[src/rtl/ddr_port_arbiter.sv]
// Arbitrates one Spartan-6 MCB command port between a write (capture) and a read (readback) requester.
// Writes win until the streak limit; reads are only issued when the MCB read FIFO can absorb the burst.
module ddr_port_arbiter #(
  parameter int RD_FIFO_DEPTH = 64,
  parameter int MAX_WR_STREAK = 4
) (
  input  logic        ddr_usrclk,
  input  logic        ddr_usrreset,
  input  logic        calib_done,
  input  logic        wr_req,
  input  logic [29:0] wr_addr,
  input  logic [5:0]  wr_bl,
  output logic        wr_ack,
  input  logic        rd_req,
  input  logic [29:0] rd_addr,
  input  logic [5:0]  rd_bl,
  output logic        rd_ack,
  input  logic        rd_pop,
  output logic        mcb_cmd_en,
  output logic [2:0]  mcb_cmd_instr,
  output logic [5:0]  mcb_cmd_bl,
  output logic [29:0] mcb_cmd_byte_addr,
  input  logic        mcb_cmd_full,
  output logic [6:0]  rd_outstanding,
  output logic        busy,
  output logic        arb_error
);

  typedef enum logic [1:0] {WAIT_CAL, IDLE, ISSUE, GAP} state_t;

  localparam int SW = $clog2(MAX_WR_STREAK + 1);
  localparam logic [2:0] INSTR_WR = 3'b000;
  localparam logic [2:0] INSTR_RD = 3'b001;

  state_t        state, state_nxt;
  logic [SW-1:0] wr_streak;
  logic          grant_wr, grant_rd;
  logic          wr_ok, rd_ok, streak_ok;
  logic [7:0]    rd_need;
  logic [6:0]    cnt_add, cnt_next;
  logic          pop_err;

  // Eligibility sum is widened so a full FIFO plus a 64-word burst cannot wrap.
  assign rd_need   = {1'b0, rd_outstanding} + {2'b00, rd_bl} + 8'd1;
  assign wr_ok     = wr_req;
  assign rd_ok     = rd_req && (rd_need <= 8'(RD_FIFO_DEPTH));
  assign streak_ok = wr_streak < SW'(MAX_WR_STREAK);

  always_ff @(posedge ddr_usrclk) begin
    if (ddr_usrreset) state <= WAIT_CAL;
    else              state <= state_nxt;
  end

  always_comb begin
    state_nxt = state;
    grant_wr  = 1'b0;
    grant_rd  = 1'b0;
    case (state)
      WAIT_CAL: if (calib_done) state_nxt = IDLE;
      IDLE: begin
        if (!calib_done) begin
          state_nxt = WAIT_CAL;
        end else if (!mcb_cmd_full) begin
          if (wr_ok && (!rd_ok || streak_ok)) grant_wr = 1'b1;
          else if (rd_ok)                     grant_rd = 1'b1;
          if (grant_wr || grant_rd) state_nxt = ISSUE;
        end
      end
      ISSUE:   state_nxt = GAP;
      GAP:     state_nxt = IDLE;
      default: state_nxt = WAIT_CAL;
    endcase
  end

  // A pop on an empty count is a requester bug: flag it and leave the count alone.
  assign pop_err  = rd_pop && (rd_outstanding == 7'd0);
  assign cnt_add  = (state == ISSUE && mcb_cmd_instr == INSTR_RD) ? ({1'b0, mcb_cmd_bl} + 7'd1) : 7'd0;
  assign cnt_next = rd_outstanding + cnt_add - {6'd0, (rd_pop && !pop_err)};

  always_ff @(posedge ddr_usrclk) begin
    if (ddr_usrreset) begin
      mcb_cmd_en        <= 1'b0;
      mcb_cmd_instr     <= 3'b000;
      mcb_cmd_bl        <= 6'd0;
      mcb_cmd_byte_addr <= 30'd0;
      wr_ack            <= 1'b0;
      rd_ack            <= 1'b0;
      busy              <= 1'b0;
      arb_error         <= 1'b0;
      rd_outstanding    <= 7'd0;
      wr_streak         <= '0;
    end else begin
      mcb_cmd_en     <= grant_wr || grant_rd;
      wr_ack         <= grant_wr;
      rd_ack         <= grant_rd;
      busy           <= (state_nxt != IDLE);
      rd_outstanding <= cnt_next;
      if (pop_err) arb_error <= 1'b1;
      if (grant_wr) begin
        mcb_cmd_instr     <= INSTR_WR;
        mcb_cmd_bl        <= wr_bl;
        mcb_cmd_byte_addr <= {wr_addr[29:2], 2'b00};
        if (wr_addr[1:0] != 2'b00) arb_error <= 1'b1;
        if (streak_ok) wr_streak <= wr_streak + 1'b1;
      end else if (grant_rd) begin
        mcb_cmd_instr     <= INSTR_RD;
        mcb_cmd_bl        <= rd_bl;
        mcb_cmd_byte_addr <= {rd_addr[29:2], 2'b00};
        if (rd_addr[1:0] != 2'b00) arb_error <= 1'b1;
        wr_streak <= '0;
      end
    end
  end

endmodule

[config.mk]
export PLATFORM = sky130hd
export DESIGN_NAME = ddr_port_arbiter
export DESIGN_NICKNAME = d
export VERILOG_FILES = /design/src/rtl/ddr_port_arbiter.sv
export SDC_FILE = /design/constraint.sdc
export NUM_CORES = 1
export LEC_CHECK = 0
export CORE_ASPECT_RATIO = 1.1
export CORE_MARGIN = 2
export CORE_UTILIZATION = 42
export DETAILED_ROUTE_END_ITERATION = 8
export GPL_ROUTABILITY_DRIVEN = 0
export PLACE_DENSITY = 0.8
export SLEW_MARGIN = 20
export SYNTH_ARGS = -nofsm -noshare
export SYNTH_HDL_FRONTEND = slang
export SYNTH_SLANG_ARGS = --single-unit
[constraint.sdc]
create_clock -name ddr_usrclk -period 3.2 [get_ports ddr_usrclk]
set_input_delay 0.64 -clock ddr_usrclk [delete_from_list [all_inputs] [get_ports ddr_usrclk]]
set_output_delay 0.64 -clock ddr_usrclk [all_outputs]
set_load 0.005 [all_outputs]
==> flow_summary.yaml, run 1 <==
detailed_routing:
  drt_iter0_markers: 115
  finalWirelength_um: 7930
  ant_nets: 0
  wl_per_cell_um: 14.6
  drc: 0
  vias_per_cell: 5.18
  firstDrtPassIters: 5
  vias: 2813
yosys:
  synthCells: 327
  synth_edf_count: 0
  yosysUniqueCellTypes: 51
  yosysMostFrequentCell: "dfxtp_1"
  ys_warn_count: 0
  syn-cell-area_um2: 2930
  synth_seq_cells: 52
  synth_largest_area_cell: "dfxtp_1"
  netlist_top_cells_count: "dfxtp_1, mux2i_1, nor2_1, a21oi_1, o21ai_0"
  ys.flop_type: "dfxtp_1"
  synth_area_leaders: "dfxtp_1, mux2i_1, ha_1"
  ys_seq_area_share_pct: 35.5
  synth_top_area_share_pct: 35.5
  async_flop_share_pct: 0
  avgSynthCellArea_um2: 8.96
sta:
  layout_setup_ws_ps: 142
  hold_slack_ps: 477
  tightestPinTransition_ps: 635
  hold_viol_final: 0
  setup_viol: 0
  skew_ps: 7.60
  max_freq_mhz: 327
  slew_viol_final: 0
  relSlewSlack_pct: 57.6
  setup_tns_ps: 0
  period_needed_ps: 3060
  min_period_over_period_pct: 95.6
clock_tree:
  cts_tree: "yes"
  cts-root-buf: "clkbuf_8"
  htreeDepth: 2
  cts-buffers-inserted: 5
  clock_latency_ps: 300
  cts.sinks: 52
  cts_buffer_depth: 2
  clkTransAtPathRegs_ps: 90
run_status:
  outcome: "finished clean"
critical_path:
  cpMaxStageDelayCell: "clkdlybuf4s50_1"
  cp-start-kind: "primary input"
  crit_path_max_fanout: 27
  crit_top_cell: "buf_4"
  cpPeakStageDelay_ps: 440
  path_class: "primary input to register"
  cp.required_ps: 3390
  crit_path_end_kind: "register"
  cp.arrival_ps: 3250
  cp_cell_sequence: "clkdlybuf4s50_1, ha_1, and2_1, buf_4, o221a_1, a21o_1, o211a_1, nor3_4, buf_12, buf_4, mux2i_1, a21oi_1"
cells_and_area:
  nFillCells: 543
  antenna_cells: 0
  drive_gt1_share_pct: 8.24
  num-nets-final: 561
  finalNonFillerCells: 543
  finish.instance_area_um2: 4460
  seq_area_um2: 1040
  syn_to_final_growth_pct: 52.3
  multi_input_area_um2: 1730
  fin_util_pct: 66.9
placement:
  postPlaceCellArea_um2: 4340
  place_inst: 535
  placement.io_buffers: 125
  dp_slack_ps: -216
  dp_hpwl_um: 6220
min_path:
  holdCritPathClass: "register to register"
job:
  cap_violations: 0
floorplan:
  ioPinCount: 130
  coreArea_um2: 6670
  fp.dieW_um: 83.6
  die_h_um: 91.6
  start_util_pct: 43.9
  placementRows: 31
  dieArea_um2: 7660
power:
  p_per_area_nw_per_um2: 526
  power_leakage_nw: 1.70
  vdd_drop_max_uv: 346
  power_mw: 2.35
global_route:
  grt_pass1_vias: 2770
  grt_antenna_before_repair: 0
  grt_max_degree: 55
  grt_util_all_layers_pct: 20.4
  grt_overflow: 0
  grt_pass1_wl_um: 12800
## worst paths after layout
path	startpoint	end	slack (ps)	cells after the start
setup / recovery	rd_bl[4]	mcb_cmd_byte_addr[18]$_SDFFE_PP0P_	140	12
hold / removal	wr_streak[1]$_SDFFE_PP0P_	wr_streak[1]$_SDFFE_PP0P_	480	2
setup reg to reg	rd_outstanding[3]$_SDFF_PP0_	rd_outstanding[6]$_SDFF_PP0_	240	15
hold reg to reg	wr_streak[1]$_SDFFE_PP0P_	wr_streak[1]$_SDFFE_PP0P_	480	2
## sequential cells by signal, indices dropped and copies added, names as in the netlist
name and cells:
mcb_cmd_en 1, state 2, wr_ack 1, mcb_cmd_bl 6, mcb_cmd_byte_addr 28, busy 1
rd_ack 1, rd_outstanding 7, arb_error 1, mcb_cmd_instr 1, wr_streak 3
## logic make-up after synthesis
family          synth area share (%)
simple gates                    12.9
buf+inv                         7.43
fa+ha+maj                       9.22
other cells                    0.128
compound gates                  19.6
flops                           35.5
mux                             11.6
xor+xnor                        3.59
## cells in the final DEF, fill, tap and decap left out, types with 2 or more instances in the layout
master           count
nor4_4               2
and3_1               2
conb_1               4
nor2_1              27
a21o_1               6
mux2i_1             34
a211oi_1            14
a31oi_1              2
nand3_1              4
nor3b_1              2
a221oi_1             2
nand2b_1             4
nand4_1              2
buf_4               19
nor2b_1              9
nand2_1             11
xnor2_1              9
inv_1               21
xor2_1               3
a21oi_1             25
clkbuf_8             5
nor3_1               2
clkdlybuf4s50_1    125
a211oi_2             2
buf_12               2
dfxtp_1             51
ha_1                20
o21ai_0             25
and2_1               2
## layout make-up
class	instances	area share [%]
timing repair buffer	146	32.1
clock inverter	1	0.112
sequential	52	23.4
clock buffer	6	1.63
multi-input combinational	235	38.7
tap	82	2.30
inverter	21	1.77
## per-layer routing
metal | part of all wire, % | wire [um] | GRT usage [%]
met5 | 0 | 0 | 0
met4 | 1.1 | 91 | 4.70
met3 | 6.2 | 494 | 5.36
met2 | 53 | 4170 | 38.2
met1 | 40 | 3180 | 22.9
## what timing repair did
item	in CTS	in global routing
resized for setup	0	8
setup buffers	0	1
endpoints found under the setup margin	0	19
hold buffers	0	0
## critical path, delay by kind of cell
family	cells	cell delay, ps
fa+ha+maj	1	340
mux	1	170
compound gates	4	680
buf+inv	4	990
simple gates	2	430
## power breakdown
part           internal, mW  switching, mW
logic                 0.670          0.530
clock network         0.149          0.206
registers             0.720         0.0719
Note: power is estimated with default switching activity, not from simulation.
==> inputs of run 2 (changes only) <==
==> constraint.sdc (replaced) <==
create_clock -name ddr_usrclk -period 3.2 [get_ports ddr_usrclk]
set_input_delay 0.32 -clock ddr_usrclk [delete_from_list [all_inputs] [get_ports ddr_usrclk]]
set_output_delay 0.32 -clock ddr_usrclk [all_outputs]
set_load 0.005 [all_outputs]
==> run 2 against run 1 <==
  * Global-route usage decreased by 0.065 points
  * Register-to-register slack improved by 20 ps
  * Clock skew decreased by 2.1 ps
  * Largest power group unchanged
==> flow_summary.yaml, run 2 (synthesis gave the netlist of run 1 again) <==
run_status:
  outcome: "finished clean"
global_route:
  grt_util_all_layers_pct: 20.3
  grt_overflow: 0
  grt_pass1_wl_um: 12800
  grt_pass1_vias: 2885
  grt_max_degree: 69
  grt_antenna_before_repair: 0
power:
  p_per_area_nw_per_um2: 517
  netSwitchingPower_mw: 0.770
  vdd_drop_max_uv: 277
  power_mw: 2.24
  internal_power_mw: 1.47
  p_sw_share_pct: 34.4
  power_frac_comb_pct: 47.8
  power_leakage_nw: 1.62
  clkPwrFrac_pct: 17.2
  seq_power_share_pct: 35.0
clock_tree:
  hold_buffers: 0
  cts_tree: "yes"
  cts-root-buf: "clkbuf_8"
  clkTransAtPathRegs_ps: 90
  cts.sinks: 52
  cts_buffer_depth: 2
  clock_latency_ps: 300
  cts-buffers-inserted: 5
  htreeDepth: 2
detailed_routing:
  firstDrtPassIters: 5
  vias_per_cell: 5.28
  drc: 0
  wl_per_cell_um: 14.6
  finalWirelength_um: 7720
  drt_iter0_markers: 94
  vias: 2787
  ant_nets: 0
critical_path:
  crit_path_max_fanout: 4
  path_class: "register to register"
  path_depth: 15
  crit_family: "simple AND/OR/NAND/NOR gates"
  cp.arrival_ps: 3130
  crit_path_end_kind: "register"
  cp-start-kind: "register"
  cp_cell_sequence: "or4_1, nor4_2, nor2b_1, ha_1, inv_1, ha_1, inv_1, fa_1, nor2b_1, o21ai_0, nand2b_1, a21o_1, a21oi_1, xnor2_1, nor2_1"
  cp.required_ps: 3390
  ff2ff_path_depth: 15
  cpPeakStageDelay_ps: 540
  cpMaxStageDelayCell: "or4_1"
  path_buf_inv: 2
floorplan:
  dieArea_um2: 7660
  fp.dieW_um: 83.6
  placementRows: 31
  start_util_pct: 43.9
  ioPinCount: 130
  die_h_um: 91.6
  coreArea_um2: 6670
sta:
  setup_viol: 0
  skew_ps: 5.49
  relSlewSlack_pct: 60.3
  min_period_over_period_pct: 91.9
  period_needed_ps: 2940
  hold_slack_ps: 469
  hold_viol_final: 0
  rsz0062_at_grt: "no"
  setup_tns_ps: 0
  max_freq_mhz: 340
  tightestPinTransition_ps: 595
  slew_viol_final: 0
min_path:
  holdCritPathClass: "register to register"
  hold_depth: 1
cells_and_area:
  mostFrequentLayoutCells: "clkdlybuf4s50_1, dfxtp_1, mux2i_1"
  seq_area_um2: 1040
  fin_util_pct: 64.8
  largest_register: "mcb_cmd_byte_addr"
  syn_to_final_growth_pct: 47.5
  finalNonFillerCells: 528
  final_common_cell: "clkdlybuf4s50_1"
  largest_reg_flops: 28
  nFillCells: 575
  num-nets-final: 545
  top_regs: "mcb_cmd_byte_addr (28), rd_outstanding (7), mcb_cmd_bl (6)"
  multi_input_area_um2: 1700
  antenna_cells: 0
  drive_gt1_share_pct: 3.81
placement:
  place_inst: 520
  placement.io_buffers: 125
  dp_hpwl_um: 6020
job:
  cap_violations: 0
-- run 2: cell count changes in the layout (fill, tap and decap cells not counted), sizes merged --
cell / before / now
buf: 21 / 5
clkbuf: 6 / 8
clkinv: 1 / 0
-- run 2: cell type report --
| type | instances | area share, % |
|---|---|---|
| Tap cell | 82 | 2.37 |
| Clock buffer | 8 | 2.08 |
| Timing Repair Buffer | 130 | 30.4 |
| Sequential cell | 52 | 24.1 |
| Multi-Input combinational cell | 235 | 39.2 |
| Inverter | 21 | 1.82 |
-- run 2: power by group through the flow --
stage	sequential, mW	combinational, mW	clock, mW
2_1_floorplan	0.791	0.668	0
3_3_place_gp	0.793	1.02	0
3_5_place_dp	0.796	1.06	0
4_1_cts	0.781	1.07	0.397
5_1_grt	0.793	1.19	0.427
6_report	0.782	1.07	0.385
-- run 2: stage by stage --
stage	cell area [um2]	setup WS, ps
2_1_floorplan	2940	395
3_3_place_gp	4230	175
3_5_place_dp	4230	-13.9
4_1_cts	4320	187
5_1_grt	4320	64.5
6_report	4320	258
-- run 2: what timing repair did --
| item | 4_1_cts | 5_1_grt |
|---|---|---|
| resized for setup | 0 | 1 |
| setup buffers | 0 | 0 |
| endpoints found under the setup margin | 0 | 1 |
-- run 2: final timing paths --
check,startpoint,slack (ps),end
worst max-delay path,rd_outstanding[3]$_SDFF_PP0_,260,rd_outstanding[6]$_SDFF_PP0_
worst min-delay path,state[0]$_SDFF_PP0_,470,busy$_SDFF_PP0_
worst max register to register,rd_outstanding[3]$_SDFF_PP0_,260,rd_outstanding[6]$_SDFF_PP0_
worst min register to register,state[0]$_SDFF_PP0_,470,busy$_SDFF_PP0_
-- run 2: per-layer routing --
metal  track usage [%]  vias up  wire length (um)
li1                  -     1391                 -
met1              21.7     1296              3100
met2              38.0       88              3970
met3              6.45       12               520
met4              6.05        0               134
met5                 0        -                 0
